===== src/rtl/cmos_nvram_arbiter.sv =====
// CMOS NVRAM arbiter: shares the battery-backed nibble RAM between the CPU and HPS load/save/clear jobs.
// Optional macro CMOS_DIRTY_TRACK_EN builds the CPU-write "dirty" tracker; otherwise dirty is tied low.
module cmos_nvram_arbiter #(
  parameter int unsigned       ADDR_W = 10,
  parameter int unsigned       DATA_W = 4,
  parameter logic [DATA_W-1:0] FILL   = '0
) (
  input  logic              clock_12,
  input  logic              reset,
  input  logic [ADDR_W-1:0] cpu_addr,
  input  logic [DATA_W-1:0] cpu_din,
  input  logic              cpu_we,
  output logic [DATA_W-1:0] cpu_dout,
  output logic              cpu_hold,
  input  logic              dn_active,
  input  logic              dn_wr,
  input  logic [ADDR_W-1:0] dn_addr,
  input  logic [7:0]        dn_data,
  input  logic              clear_req,
  input  logic              up_req,
  output logic [7:0]        up_data,
  output logic [ADDR_W-1:0] up_addr,
  output logic              up_valid,
  output logic [ADDR_W-1:0] ram_addr,
  output logic [DATA_W-1:0] ram_din,
  output logic              ram_we,
  input  logic [DATA_W-1:0] ram_dout,
  output logic              busy,
  output logic              dirty
);

  typedef enum logic [2:0] {
    S_IDLE,
    S_LOAD,
    S_CLEAR,
    S_SAVE_RD,
    S_SAVE_OUT
  } state_t;

  state_t            r_state;
  state_t            w_next;
  logic [ADDR_W-1:0] r_cnt;
  logic              r_up_pend;
  logic              r_clr_armed;
  logic              r_cpu_acc;
  logic [DATA_W-1:0] r_cpu_dout;
  logic [7:0]        r_up_data;
  logic [ADDR_W-1:0] r_up_addr;
  logic              r_up_valid;

  logic w_cnt_last;
  logic w_go_clear;
  logic w_start;
  logic w_in_save;
  logic w_abort;
  logic w_beat;
  logic w_unused_dn;

  assign w_cnt_last  = &r_cnt;
  assign w_go_clear  = clear_req & r_clr_armed;
  assign w_start     = (r_state == S_IDLE) & (dn_active | w_go_clear | r_up_pend);
  assign w_in_save   = (r_state == S_SAVE_RD) | (r_state == S_SAVE_OUT);
  assign w_abort     = w_in_save & dn_active;
  assign w_beat      = (r_state == S_SAVE_OUT) & ~dn_active;
  assign w_unused_dn = ^dn_data[7:DATA_W];

  assign cpu_hold = (r_state != S_IDLE) | w_start;
  assign busy     = cpu_hold;
  assign up_data  = r_up_data;
  assign up_addr  = r_up_addr;
  assign up_valid = r_up_valid;

  // Pass-through of the registered RAM output on the cycle after a CPU access, held otherwise.
  assign cpu_dout = r_cpu_acc ? ram_dout : r_cpu_dout;

  always_ff @(posedge clock_12 or posedge reset) begin
    if (reset) r_state <= S_IDLE;
    else       r_state <= w_next;
  end

  always_comb begin
    w_next   = r_state;
    ram_addr = cpu_addr;
    ram_din  = cpu_din;
    ram_we   = cpu_we;
    unique case (r_state)
      S_IDLE: begin
        if (dn_active)       w_next = S_LOAD;
        else if (w_go_clear) w_next = S_CLEAR;
        else if (r_up_pend)  w_next = S_SAVE_RD;
      end
      S_LOAD: begin
        ram_addr = dn_addr;
        ram_din  = dn_data[DATA_W-1:0];
        ram_we   = dn_wr;
        if (!dn_active) w_next = S_IDLE;
      end
      S_CLEAR: begin
        ram_addr = r_cnt;
        ram_din  = FILL;
        ram_we   = 1'b1;
        if (w_cnt_last) w_next = S_IDLE;
      end
      S_SAVE_RD: begin
        ram_addr = r_cnt;
        ram_we   = 1'b0;
        w_next   = dn_active ? S_LOAD : S_SAVE_OUT;
      end
      S_SAVE_OUT: begin
        ram_addr = r_cnt;
        ram_we   = 1'b0;
        if (dn_active)       w_next = S_LOAD;
        else if (w_cnt_last) w_next = S_IDLE;
        else                 w_next = S_SAVE_RD;
      end
      default: w_next = S_IDLE;
    endcase
  end

  always_ff @(posedge clock_12 or posedge reset) begin
    if (reset) begin
      r_cnt <= '0;
    end else begin
      unique case (r_state)
        S_CLEAR:    r_cnt <= w_cnt_last ? '0 : r_cnt + 1'b1;
        S_SAVE_RD:  if (dn_active) r_cnt <= '0;
        S_SAVE_OUT: r_cnt <= (dn_active || w_cnt_last) ? '0 : r_cnt + 1'b1;
        default:    r_cnt <= '0;
      endcase
    end
  end

  always_ff @(posedge clock_12 or posedge reset) begin
    if (reset) begin
      r_up_pend   <= 1'b0;
      r_clr_armed <= 1'b1;
      r_cpu_acc   <= 1'b0;
      r_cpu_dout  <= '0;
      r_up_valid  <= 1'b0;
      r_up_data   <= '0;
      r_up_addr   <= '0;
    end else begin
      // A save abort discards the request; a fresh pulse otherwise wins over consumption.
      if (w_abort)                                 r_up_pend <= 1'b0;
      else if (up_req)                             r_up_pend <= 1'b1;
      else if (w_start && w_next == S_SAVE_RD)     r_up_pend <= 1'b0;

      if (w_start && w_next == S_CLEAR) r_clr_armed <= 1'b0;
      else if (!clear_req)              r_clr_armed <= 1'b1;

      r_cpu_acc  <= (r_state == S_IDLE) & ~w_start;
      r_cpu_dout <= cpu_dout;

      r_up_valid <= w_beat;
      if (w_beat) begin
        r_up_data <= 8'(ram_dout);
        r_up_addr <= r_cnt;
      end
    end
  end

`ifdef CMOS_DIRTY_TRACK_EN
  logic r_dirty;
  logic w_dirty_clr;

  assign w_dirty_clr = ((r_state == S_LOAD) & ~dn_active)
                     | ((r_state == S_CLEAR) & w_cnt_last)
                     | (w_beat & w_cnt_last);

  always_ff @(posedge clock_12 or posedge reset) begin
    if (reset)                              r_dirty <= 1'b0;
    else if (w_dirty_clr)                   r_dirty <= 1'b0;
    else if (r_state == S_IDLE && cpu_we)   r_dirty <= 1'b1;
  end

  assign dirty = r_dirty;
`else
  assign dirty = 1'b0;
`endif

endmodule


===== config.mk =====
export PLATFORM = sky130hd
export DESIGN_NAME = cmos_nvram_arbiter
export DESIGN_NICKNAME = d
export VERILOG_FILES = /design/src/rtl/cmos_nvram_arbiter.sv
export SDC_FILE = /design/constraint.sdc
export NUM_CORES = 1
export LEC_CHECK = 0
export ABC_AREA = 1
export ABC_CLOCK_PERIOD_IN_PS = 1600
export BUFFER_PORTS_ARGS = -buffer_cell sky130_fd_sc_hd__buf_2
export CAP_MARGIN = 20
export CELL_PAD_IN_SITES_DETAIL_PLACEMENT = 0
export CELL_PAD_IN_SITES_GLOBAL_PLACEMENT = 1
export CORE_ASPECT_RATIO = 1.25
export CORE_MARGIN = 5
export CORE_UTILIZATION = 33
export DETAILED_ROUTE_END_ITERATION = 10
export PLACE_DENSITY = 0.83
export SYNTH_ARGS = -nofsm -noshare
export SYNTH_HDL_FRONTEND = slang
export SYNTH_SLANG_ARGS = --single-unit
export TNS_END_PERCENT = 5

===== constraint.sdc =====
create_clock -name clock_12 -period 1.6 [get_ports clock_12]
set_input_delay 0.32 -clock clock_12 [delete_from_list [all_inputs] [get_ports clock_12]]
set_output_delay 0.32 -clock clock_12 [all_outputs]
set_load 0.02 [all_outputs]

==> flow_summary.toml <==
[run_status]
status = "finished with violations"
violations = "setup timing"

[floorplanning]
die_h_um = 96.43
ioPinCount = 84
fp.dieW_um = 79.14
core_area_sq_um = 5818
start_util_pct = 33.89
rows = 31
die_area_sq_um = 7631

[timing]
fin_crit_sh_pct = 115.9
fin_tns_setup_ns = -4.725
min_period_ns = 1.854
rsz0062_at_grt = "yes"
drv_slew = 0
setup_violations = 40
clock.fmax_mhz = 539.3
finClkSkew_ns = 0.006971
finalWorstSetupSlack_ns = -0.2542
timing.final.hold_violations = 0

[critical_path]
required_ns = 1.28
start_kind = "flip-flop"
crit_chain = "inv_2 > nand3_1 > nand2_2 > inv_4 > buf_6 > nand4_1 > nand3_2 > buf_6"
startpoint = "r_state[2]"
rr_endpoint = "r_cnt[3]"
rr_worst_depth = 13
endpoint = "ram_addr[4]"
r2r-start = "r_state[0]"
crit_arrival_ns = 1.53
worst_path_largest_cell_delay_ns = 0.39
reg2reg_slack_ns = -0.13
cp-end-kind = "output port"
worstPathMaxFanout = 5
cp_common_cell = "buf_6"
crit_slowest_cell = "dfrtp_1"
critPathKind = "reg2out"

[grt]
grt_start_max_net_pins = 36
grt_pass1_vias = 1846
gr-usage-met1_pct = 14.67
grt_util_all_layers_pct = 13.66
antenna_found_initial = 0
grtUsageMet3_pct = 3.061
busiest_layer = "met2"
grt_overflow = 0
grt_pass1_wl_mm = 8.231
grtUsageMet2_pct = 25.98

[synth]
netlist_instances = 246
ys_warn_count = 0
syn_avg_cell_area_sq_um = 8.016
seq_area_frac_synth_pct = 44.48
ys_ff_latch = 35
synthDistinctLibCells = 33
synth_area_sq_um = 1972

[final_layout]
finalNonFillerCells = 403
fin_util_pct = 47.85
final_cell_area_sq_um = 2784
fillers = 579
area_delta_synth_final_pct = 41.18
finalNetCount = 380
diodes = 0
drive_gt1_share_pct = 41.84

[placement]
placed_area_sq_um = 2456
dp.cells = 388
numPortBuffers = 74
gp_congestion = 0.7384
dp_hpwl_mm = 3.943

[clocking]
cts_tree = "done"
clk_latency_ns = 0.28
cts_buffers = 5
cts_hold_buf = 0
path_clk_slew_ns = 0.07
htree_levels = 2
clock_sinks = 35
clockBufferDepth = 2
root_buffer = "clkbuf_8"

[drt]
first_pass_iters = 3
antenna_left = 0
vias = 1901
via_per_inst = 4.717
drt-total-wl_mm = 5.165
detail_route.wl_per_cell_um = 12.82
drc = 0
drt_iter0_markers = 43

[pwr]
p_leak_nw = 1.470
ir_worst_vdd_mv = 0.6365
p_per_area_nw_per_um2 = 1690
p_total_mw = 4.706

[run]
max_cap_viol_count = 0

[worst_hold_path]
hold_class = "in2async"
-- placed cells by master, fill, tap and decap left out, drive strengths merged, types with 6 or more instances in the layout --
| cell type | count |
|---|---|
| nor2 | 15 |
| nand3 | 23 |
| buf | 92 |
| nand4 | 12 |
| o21ai | 16 |
| nand2 | 79 |
| inv | 28 |
| a21oi | 8 |
| dfrtp | 34 |
| clkbuf | 6 |
-- flip-flops by register name, summed over array words and instances, names as in the netlist --
register	cells
up_addr	10
r_cpu_dout	4
up_data	4
r_clr_armed	1
r_up_pend	1
r_cnt	10
r_state	3
up_valid	1
r_cpu_acc	1
-- stage by stage --
stage	hold slack, ns	setup WS (ns)
global route	0.1856	-0.3729
CTS	0.1546	-0.2349
floorplan	0.4031	0.05687
global placement	0.4389	0.02266
finish	0.1369	-0.2542
detailed placement	0.4602	0.001496
-- logic make-up after synthesis --
logic type | Yosys count | synth area share (%)
adders and majority gates | 1 | 0.6344
xor gates and xnor gates | 3 | 1.333
other | 1 | 0.1902
buffers and inverters | 41 | 10.09
muxes | 2 | 1.142
AOI/OAI and AO/OA | 29 | 8.249
DFF | 35 | 44.48
and+or+nand+nor | 134 | 33.88
-- worst max-delay path, delay by kind of cell (launching register included) --
| family | cells | cell delay, ns |
|---|---|---|
| buffers and inverters | 4 | 0.44 |
| AND/OR/NAND/NOR | 4 | 0.43 |
| flip-flops | 1 | 0.39 |
-- Yosys cell counts, drive strengths merged --
master,count,area (sq um)
or2,1,6.260
a21boi,1,7.510
o21ai,16,80.08
nor2,15,88.83
mux2,2,22.52
a21oi,8,40.04
o22ai,1,6.260
nand4,12,75.07
nand3b,1,20.02
dfstp,1,26.28
nand3,23,125.1
xor2,3,26.28
ha,1,12.51
nor3b,1,12.51
a31oi,1,6.260
nor3,1,10.01
nor4,1,6.260
o21bai,2,22.52
inv,28,107.6
dfrtp,34,850.8
nand2,79,324.1
conb,1,3.750
buf,13,91.34
-- repair_timing --
action | CTS | global route
endpoints found under the setup margin | 19 | 45
pin swaps | 7 | 9
resized for setup | 38 | 19
hold endpoints to repair | 0 | 0
setup buffers | 6 | 1
cloned | 0 | 0
-- per-layer routing --
metal / vias to the layer above / part of all wire, %
met4: 0 / 1.5
li1: 972 / -
met2: 60 / 52
met5: - / 0
met3: 5 / 8.2
met1: 864 / 38
-- area by class of cell --
type | count | area, sq um | share of cell area [%]
Sequential cell | 35 | 878.3 | 31.55
Clock buffer | 6 | 82.58 | 2.966
Tap cell | 66 | 82.58 | 2.966
Multi-Input combinational cell | 174 | 969.7 | 34.83
Timing Repair Buffer | 92 | 613.1 | 22.02
Clock inverter | 2 | 35.03 | 1.258
Inverter | 28 | 122.6 | 4.405
-- report_power, final --
part           total (mW)  switching, mW  internal [mW]  leakage, nW
Combinational        2.70           1.58           1.12        0.947
Clock               0.805          0.301          0.504       0.0612
Sequential           1.20          0.118           1.08        0.462
-- how the worst min path moves through the flow --
stage / to / cells after the start / start / slack [ns]
finish: r_up_pend / 3 / reset / 0.14
global route: r_up_pend / 3 / reset / 0.19
CTS: r_up_pend / 3 / reset / 0.15
detailed placement: r_up_pend / 3 / reset / 0.46
global placement: r_cpu_dout[2] / 3 / reset / 0.44
floorplan: r_cpu_acc / 1 / dn_active / 0.40
No activity file was read; power rests on OpenSTA's default activity.
